`config.mk`:
```
export PLATFORM = sky130hd
export DESIGN_NAME = uart_rx
export DESIGN_NICKNAME = d
export VERILOG_FILES = /design/src/rtl/uart_pkg.sv /design/src/rtl/uart_rx_bit_sync.sv /design/src/rtl/uart_rx.sv
export SDC_FILE = /design/constraint.sdc
export NUM_CORES = 1
export LEC_CHECK = 0
export CORE_UTILIZATION = 42
export CTS_CLUSTER_SIZE = 24
export DETAILED_ROUTE_END_ITERATION = 16
export GPL_TIMING_DRIVEN = 0
export HOLD_SLACK_MARGIN = 0.06
export PLACE_DENSITY = 0.58
export SYNTH_ARGS = -nofsm -noshare
export SYNTH_HDL_FRONTEND = slang
export SYNTH_SLANG_ARGS = --single-unit
```
`constraint.sdc`:
```
create_clock -name gclk -period 3.65 [get_ports gclk]
set_input_delay 0.73 -clock gclk [delete_from_list [all_inputs] [get_ports gclk]]
set_output_delay 0.73 -clock gclk [all_outputs]
set_load 0.005 [all_outputs]
```
`src/rtl/uart_pkg.sv`:
```
// Shared UART definitions: receiver state encoding, idle line level and the
// bit-period helper. The future uart_tx imports this package too.
`timescale 1ns/1ps
package uart_pkg;

  typedef enum logic [2:0] {
    IDLE,
    START,
    DATA,
    STOP,
    WAIT_HIGH
  } uart_rx_state_t;

  // The line rests high between frames. A start bit is the first low level.
  localparam logic UART_IDLE_LVL = 1'b1;

  // Returns the number of gclk cycles per serial bit. The division truncates.
  function automatic int clks_per_bit(input int clk_hz, input int baud);
    return clk_hz / baud;
  endfunction

endpackage

```
`src/rtl/uart_rx_bit_sync.sv`:
```
// bit_sync: two-flop synchroniser that brings one asynchronous bit into the
// gclk domain.
//   gclk  : destination clock
//   rst_n : asynchronous active-low reset; both flops are loaded with RESET_VAL
//   d     : asynchronous input
//   q     : synchronised output, delayed by two gclk cycles
`timescale 1ns/1ps
module bit_sync #(
  parameter logic RESET_VAL = 1'b0
) (
  input  logic gclk,
  input  logic rst_n,
  input  logic d,
  output logic q
);

  logic meta;

  // NOTE: the flops use non-blocking assignments, so meta and q both take the
  // value they had before the edge. With blocking assignments the two stages
  // would merge into one.
  always_ff @(posedge gclk or negedge rst_n) begin
    if (!rst_n) begin
      meta <= RESET_VAL;
      q    <= RESET_VAL;
    end else begin
      meta <= d;
      q    <= meta;
    end
  end

endmodule

```
`src/rtl/uart_rx.sv`:
```
// uart_rx: oversampling receiver for 8N1-style serial frames, with DATA_BITS
// data bits, sent LSB first.
//   gclk       : system clock
//   rst_n      : asynchronous active-low reset
//   uart_rx_in : raw serial line; idles high; asynchronous to gclk
//   rx_data    : received byte; stable while rx_valid is high
//   rx_valid   : the holding register is full
//   rx_ready   : the consumer accepts; a transfer is rx_valid & rx_ready
//   frame_err  : 1-cycle pulse when the stop bit is sampled low
//   overrun    : 1-cycle pulse when a completed byte is dropped because the
//                holding register is full
//   busy       : high whenever the FSM is not idle
`timescale 1ns/1ps
module uart_rx
  import uart_pkg::*;
#(
  parameter int CLK_HZ    = 100_000_000,
  parameter int BAUD      = 115_200,
  parameter int DATA_BITS = 8
) (
  input  logic                 gclk,
  input  logic                 rst_n,
  input  logic                 uart_rx_in,
  output logic [DATA_BITS-1:0] rx_data,
  output logic                 rx_valid,
  input  logic                 rx_ready,
  output logic                 frame_err,
  output logic                 overrun,
  output logic                 busy
);

  localparam int CPB   = clks_per_bit(CLK_HZ, BAUD);
  localparam int CNT_W = $clog2(CPB);
  localparam int IDX_W = $clog2(DATA_BITS);

  // The first reload aims at the middle of the start bit. Every reload after
  // that moves on by one full bit period, so each sample stays near a bit centre.
  localparam logic [CNT_W-1:0] HALF_LOAD = CNT_W'(CPB / 2 - 1);
  localparam logic [CNT_W-1:0] FULL_LOAD = CNT_W'(CPB - 1);
  localparam logic [IDX_W-1:0] LAST_IDX  = IDX_W'(DATA_BITS - 1);

  logic                 rxs;
  logic [CNT_W-1:0]     bit_cnt;
  logic [IDX_W-1:0]     idx;
  logic [DATA_BITS-1:0] shift_reg;
  uart_rx_state_t       state;
  logic                 tick;

  bit_sync #(.RESET_VAL(UART_IDLE_LVL)) u_sync (
    .gclk  (gclk),
    .rst_n (rst_n),
    .d     (uart_rx_in),
    .q     (rxs)
  );

  assign tick = (bit_cnt == '0);

  always_ff @(posedge gclk or negedge rst_n) begin
    if (!rst_n) begin
      state     <= IDLE;
      bit_cnt   <= '0;
      idx       <= '0;
      shift_reg <= '0;
      rx_data   <= '0;
      rx_valid  <= 1'b0;
      frame_err <= 1'b0;
      overrun   <= 1'b0;
      busy      <= 1'b0;
    end else begin
      frame_err <= 1'b0;
      overrun   <= 1'b0;

      // A transfer empties the holding register. A delivery in the STOP
      // branch further down can refill it in the same cycle.
      if (rx_valid && rx_ready) rx_valid <= 1'b0;

      if (!tick) bit_cnt <= bit_cnt - 1'b1;

      unique case (state)
        IDLE: begin
          if (rxs != UART_IDLE_LVL) begin
            state   <= START;
            bit_cnt <= HALF_LOAD;
            busy    <= 1'b1;
          end
        end

        START: begin
          if (tick) begin
            if (rxs == 1'b0) begin
              state   <= DATA;
              bit_cnt <= FULL_LOAD;
              idx     <= '0;
            end else begin
              // The line is already high again, so the low level was a glitch.
              state <= IDLE;
              busy  <= 1'b0;
            end
          end
        end

        DATA: begin
          if (tick) begin
            shift_reg <= {rxs, shift_reg[DATA_BITS-1:1]};
            bit_cnt   <= FULL_LOAD;
            if (idx == LAST_IDX) state <= STOP;
            else                 idx   <= idx + 1'b1;
          end
        end

        STOP: begin
          if (tick) begin
            if (rxs == 1'b1) begin
              if (!rx_valid || rx_ready) begin
                rx_data  <= shift_reg;
                rx_valid <= 1'b1;
              end else begin
                overrun <= 1'b1;
              end
              state <= IDLE;
              busy  <= 1'b0;
            end else begin
              frame_err <= 1'b1;
              state     <= WAIT_HIGH;
            end
          end
        end

        WAIT_HIGH: begin
          // A break holds the line low. Wait for the high level so the break
          // is not read as a string of 0x00 frames.
          if (rxs == 1'b1) begin
            state <= IDLE;
            busy  <= 1'b0;
          end
        end

        default: begin
          state <= IDLE;
          busy  <= 1'b0;
        end
      endcase
    end
  end

endmodule

```
**Yosys cells after proc, flatten, opt, wreduce, memory -nomap -nowiden**

Cells that the tools add are included.

- Flip-flop bits (word level): 38
- Input port bits: 4
- Logic and storage cells: 76
- Output and inout bits: 12

- Add/sub/neg operators: 2
- Eq/ne operators: 14
- Reductions and logical operators: 12
- Bitwise operators: 1
- Mux-type cells: 36

Operators by type and width:

| cell | count |
|---|---|
| $mux W10 | 5 |
| $mux W3 | 11 |
| $pmux W10 S3 | 1 |
| $mux W1 | 15 |
| $pmux W3 S5 | 1 |
| $ne A2 B2 Y1 const B | 7 |
| $logic_not A10 Y1 | 1 |
| $sub A10 B1 Y10 const B | 1 |
| $eq A3 B2 Y1 const B | 2 |
| $eq A3 B3 Y1 const B | 2 |
| $pmux W3 S2 | 1 |
| $reduce_and A6 Y1 | 1 |
| $reduce_and A5 Y1 | 1 |
| $ne A2 B1 Y1 const B | 2 |
| $pmux W1 S4 | 1 |
| $reduce_and A4 Y1 | 1 |
| $add A3 B1 Y3 const B | 1 |
| $eq A3 B1 Y1 const B | 1 |
| $logic_not A3 Y1 | 1 |
| $reduce_and A3 Y1 | 1 |
| $mux W2 | 1 |
| $reduce_and A2 Y1 | 1 |
| $reduce_bool A2 Y1 | 1 |
| $reduce_or A2 Y1 | 1 |
| 4 further kinds | 4 |

**Longest topological paths before layout**

- Depth after elaboration: 6
- Depth in mapped cells: 11
- Mapped depth without buffers: 10

**Hierarchy**

Synthesis repeated with hierarchy kept, for this count alone.

- Cells, all modules: 176
- Area, all modules: 1,915.6 µm²

By module, submodules not included:

| module | cells an instance | times used | area each (µm²) | seq. area each (µm²) |
|---|---|---|---|---|
| uart_rx | 174 | 1 | 1,863.0 | 900.9 |
| bit_sync | 2 | 1 | 52.6 | 52.6 |

**Worst setup path before layout**

Ideal clock, no wire load.

- Kind: register -> register
- Start point: reg bit_cnt[0]
- End point: reg bit_cnt[0]
- Data arrival time: 2.032 ns
- Setup slack: 1.489 ns
- Setup time: 0.130 ns
- Stages on the path, launching flop included: 11
- Path buffers: 1
- Path through: dfrtp_1 inv_1 ha_1 nor4b_4 and3_1 inv_2 clkbuf_1 ha_1 a221o_1 o31ai_1 a2bb2oi_1

- Cells in the longest elaborated chain, start to end: 5
- Elaborated cells on any way between the ends: 8

RTL lines:

| what | line | text |
|---|---|---|
| from (decl) | uart_rx.sv:43 | `logic [CNT_W-1:0] bit_cnt;` |
| from (signal assigned) | uart_rx.sv:77 | `if (!tick) bit_cnt <= bit_cnt - 1'b1;` |
| $sub A10 B1 Y10 / $logic_not A10 Y1 (equally long branches) | uart_rx.sv:77, uart_rx.sv:56 |  |
| $mux W10 | uart_rx.sv:77 |  |
| $mux W10 | uart_rx.sv:90 | `if (rxs == 1'b0) begin` |
| $mux W10 | uart_rx.sv:89 | `if (tick) begin` |
| $pmux W10 S3 * | uart_rx.sv:79 | `unique case (state)` |

Every way passes the cells marked *; elsewhere a longest branch is shown, timed or not.
A chain may end at the register's enable or synchronous reset.

**Final worst setup path**

Ends and elaborated chain as after synthesis.

==> metrics.md <==
| Metric | Value |
|---|---|
| Post-synth top area share | 49.1% |
| Placer Congestion | 0.783 |
| Most common cell in the netlist | dfrtp_1 |
| Top cells by count, synth | dfrtp_1 (36), mux2_2 (9), nand2_1 (9), nor2_1 (9), mux2_4 (8) |
| Number of port buffers | 15 |
| Die W | 68.1 um |
| Clock power frac | 45.2% |
| Clock skew | 3.14 ps |
| Yosys cell types | 43 |
| Core Region | 4090 um2 |
| Die area | 4640 um2 |
| R2r setup slk | 1180 ps |
| #FFs+latches synth | 38 |
| Max reg flops | 10 |
| Maximum fanout along the worst path | 10 |
| RR Startpoint | bit_cnt[0] |
| Final Critical Period | 2470 ps |
| Antenna violations before repair | 0 |
| Most Crowded Layer GR | met2 |
| GR Overflow Total | 0 |
| CTS tree | yes |
| Worst min path class | register to register |
| Leakage | 0.000979 uW |
| Worst EP required | 3820 ps |
| Setup Fix Bufs, Post-CTS | 0 |
| Synth Area per Inst | 11.4 um2 |
| Post-Syn Nets | 169 |
| Max Root-Sink Buffers | 2 |
| Final instance area | 2160 um2 |
| Total GRT Usage | 17.1% |
| Seq. cell area | 953 um2 |
| Netlist Area Pre-Place | 1840 um2 |
| DR pass1 iterations | 4 |
| Worst-Skew Late Latency | 290 ps |
| Clock slew at reported path FFs | 70 ps |
| Register area share after synthesis | 51.9% |
| NetSw | 156 uW |
| Root Buffer | clkbuf_8 |
| Max-slew violations | 0 |
| Final Hold Vio Count | 0 |
| Met2 usage | 28.1% |
| Power, Total | 801 uW |
| Unrepaired setup endpoints after global routing | false |
| N_diodes | 0 |
| Status | finished, final reports clean |
| R2r endpoint | bit_cnt[0] |
| Clk sinks | 38 |
| Final worst-path cycle share | 67.6% |
| Std cell rows | 23 |
| Synth Flop Type | dfrtp_1 |
| H-tree Lvls | 2 |
| Sum Neg Setup Slack | 0 ps |
| YS warnings | 0 |
| Vias in the first global route | 1264 |
| Mapped Cells | 161 |
| Internal power | 646 uW |
| Comb power frac | 2.0% |
| CP endpoint kind | register |
| WHS | 358 ps |
| Area post-placement | 2040 um2 |
| Global-route wire length before repair | 5.75 mm |
| Hold EP | u_sync.q |
| Sequential power share | 52.8% |
| Largest net degree at the start of global routing | 39 |
| Met3 Use GR | 5.00% |
| Layout cells sized above 1 | 18.6% |
| Max Cap Viol | 0 |
| Fraction of registers with async set/reset | 100% |
| Area Growth Syn to Fin | 17.5% |
| Critical path launch point type | register |
| Area of the multi-input gates | 813 um2 |
| Cts hold-fix bufs | 0 |
| Wire per inst | 14.6 um |
| PD cells | 372 nW/um2 |
| Tightest Pin Transition | 916 ps |
| Final ANT Viol Nets | 0 |
| Nets@finish | 191 |
| Synth area leaders | dfrtp_1 (49%), mux2_4 (6.5%), mux2_2 (5.5%) |
| Post-synth EDFFs | 0 |
| Maximum VDD drop | 225 uV |
| Setup-failing EPs final | 0 |
| Type of the worst setup path | register to register |
| Hold Crit Start | u_sync.meta |
| Final WL | 3.41 mm |
| Worst Hold Path Cells | 0 |
| Io pins | 16 |
| Starting density of the core | 44.9% |
| DRT iter0 DRCs | 49 |
| Vias per Instance | 5.38 |
| Critical Path AT | 2640 ps |
| Grt met1 use | 21.1% |
| Residual DRC | 0 |
| Sw Ratio | 19.4% |
| DP Wirelength | 2.46 mm |
| Post-CTS resize count | 0 |
| Slew Limit Headroom | 38.4% |
| Die height | 68.1 um |
| R2R depth | 10 |
| Clock buffer count from CTS | 5 |
| Total number of vias | 1254 |
| FILL cells | 364 |
| FMAX | 405 MHz |
| Yosys top cell by area | dfrtp_1 |
cell type report:
type                            instances  area share (%)
Buffer                                  8            1.80
Clock buffer                            6            3.83
Clock inverter                          1            1.39
Inverter                                8            1.39
Multi-Input combinational cell        107            37.7
Sequential cell                        38            44.2
Tap cell                               50            2.90
Timing Repair Buffer                   15            6.73
worst max path at each step:
stage / from / to / cells after the start
3_3_place_gp: rst_n / rx_data[5] / 1
6_report: bit_cnt[0] / bit_cnt[0] / 10
3_5_place_dp: bit_cnt[0] / bit_cnt[0] / 10
2_1_floorplan: bit_cnt[0] / bit_cnt[0] / 10
5_1_grt: bit_cnt[0] / bit_cnt[0] / 10
4_1_cts: bit_cnt[0] / bit_cnt[0] / 10
worst max-delay path, cell delays in order, from the launching register on:
cell,delay [ps]
dfrtp_1,430
inv_1,70
ha_1,190
nor4b_4,270
and3_1,240
inv_2,40
clkbuf_1,230
ha_1,360
a221o_1,340
o31ai_1,70
a2bb2oi_1,100
per-layer routing:
metal	share of wire (%)	vias to the layer above
li1	-	618
met1	49	620
met2	47	11
met3	2.5	5
met5	0	-
met4	1.6	0
cell families (layout without fill, tap and decap cells):
logic type / count (synthesis) / in the layout / synth area share, %
mux: 21 / 21 / 14.3
flops: 38 / 38 / 51.9
fa+ha+maj: 5 / 5 / 3.27
simple gates: 55 / 55 / 17.3
xor+xnor: 1 / 1 / 0.477
compound gates: 25 / 25 / 8.93
buf+inv: 16 / 38 / 3.75
power groups by stage:
stage	clock (uW)	sequential (uW)	combinational, uW
after floorplan	0	431	4.53
final	362	423	15.8
after global routing	389	423	18.6
after CTS	371	423	16.7
after global placement	0	431	17.1
after detailed placement	0	431	16.7
layout by cell type (no fill, tap or decap), types with 2 or more instances in the layout:
cell type        instances
nor2b_1                  2
clkbuf_8                 6
mux2i_1                  3
inv_1                    7
clkbuf_1                 6
clkdlybuf4s50_1         14
mux2_4                   8
or3b_2                   3
nor4_1                   3
nor2_1                   9
nand2b_1                 6
o21ai_0                  6
a21oi_1                  7
o31ai_1                  2
dfrtp_1                 36
mux2_2                   9
ha_1                     4
and3_1                   4
nand2_1                  9
nand3_1                  3
nor3_1                   7
buf_2                    2
dfstp_2                  2
or3_1                    3
stage by stage:
stage                     std cells  setup WS (ps)  utilization (%)
after global placement          226            958             50.1
after CTS                       233           1170             52.8
after detailed placement        226           1190             50.0
after floorplan                 161           1490                -
final                           233           1180             52.8
after global routing            233            990             52.8
Note: power is estimated with default switching activity, not from simulation.
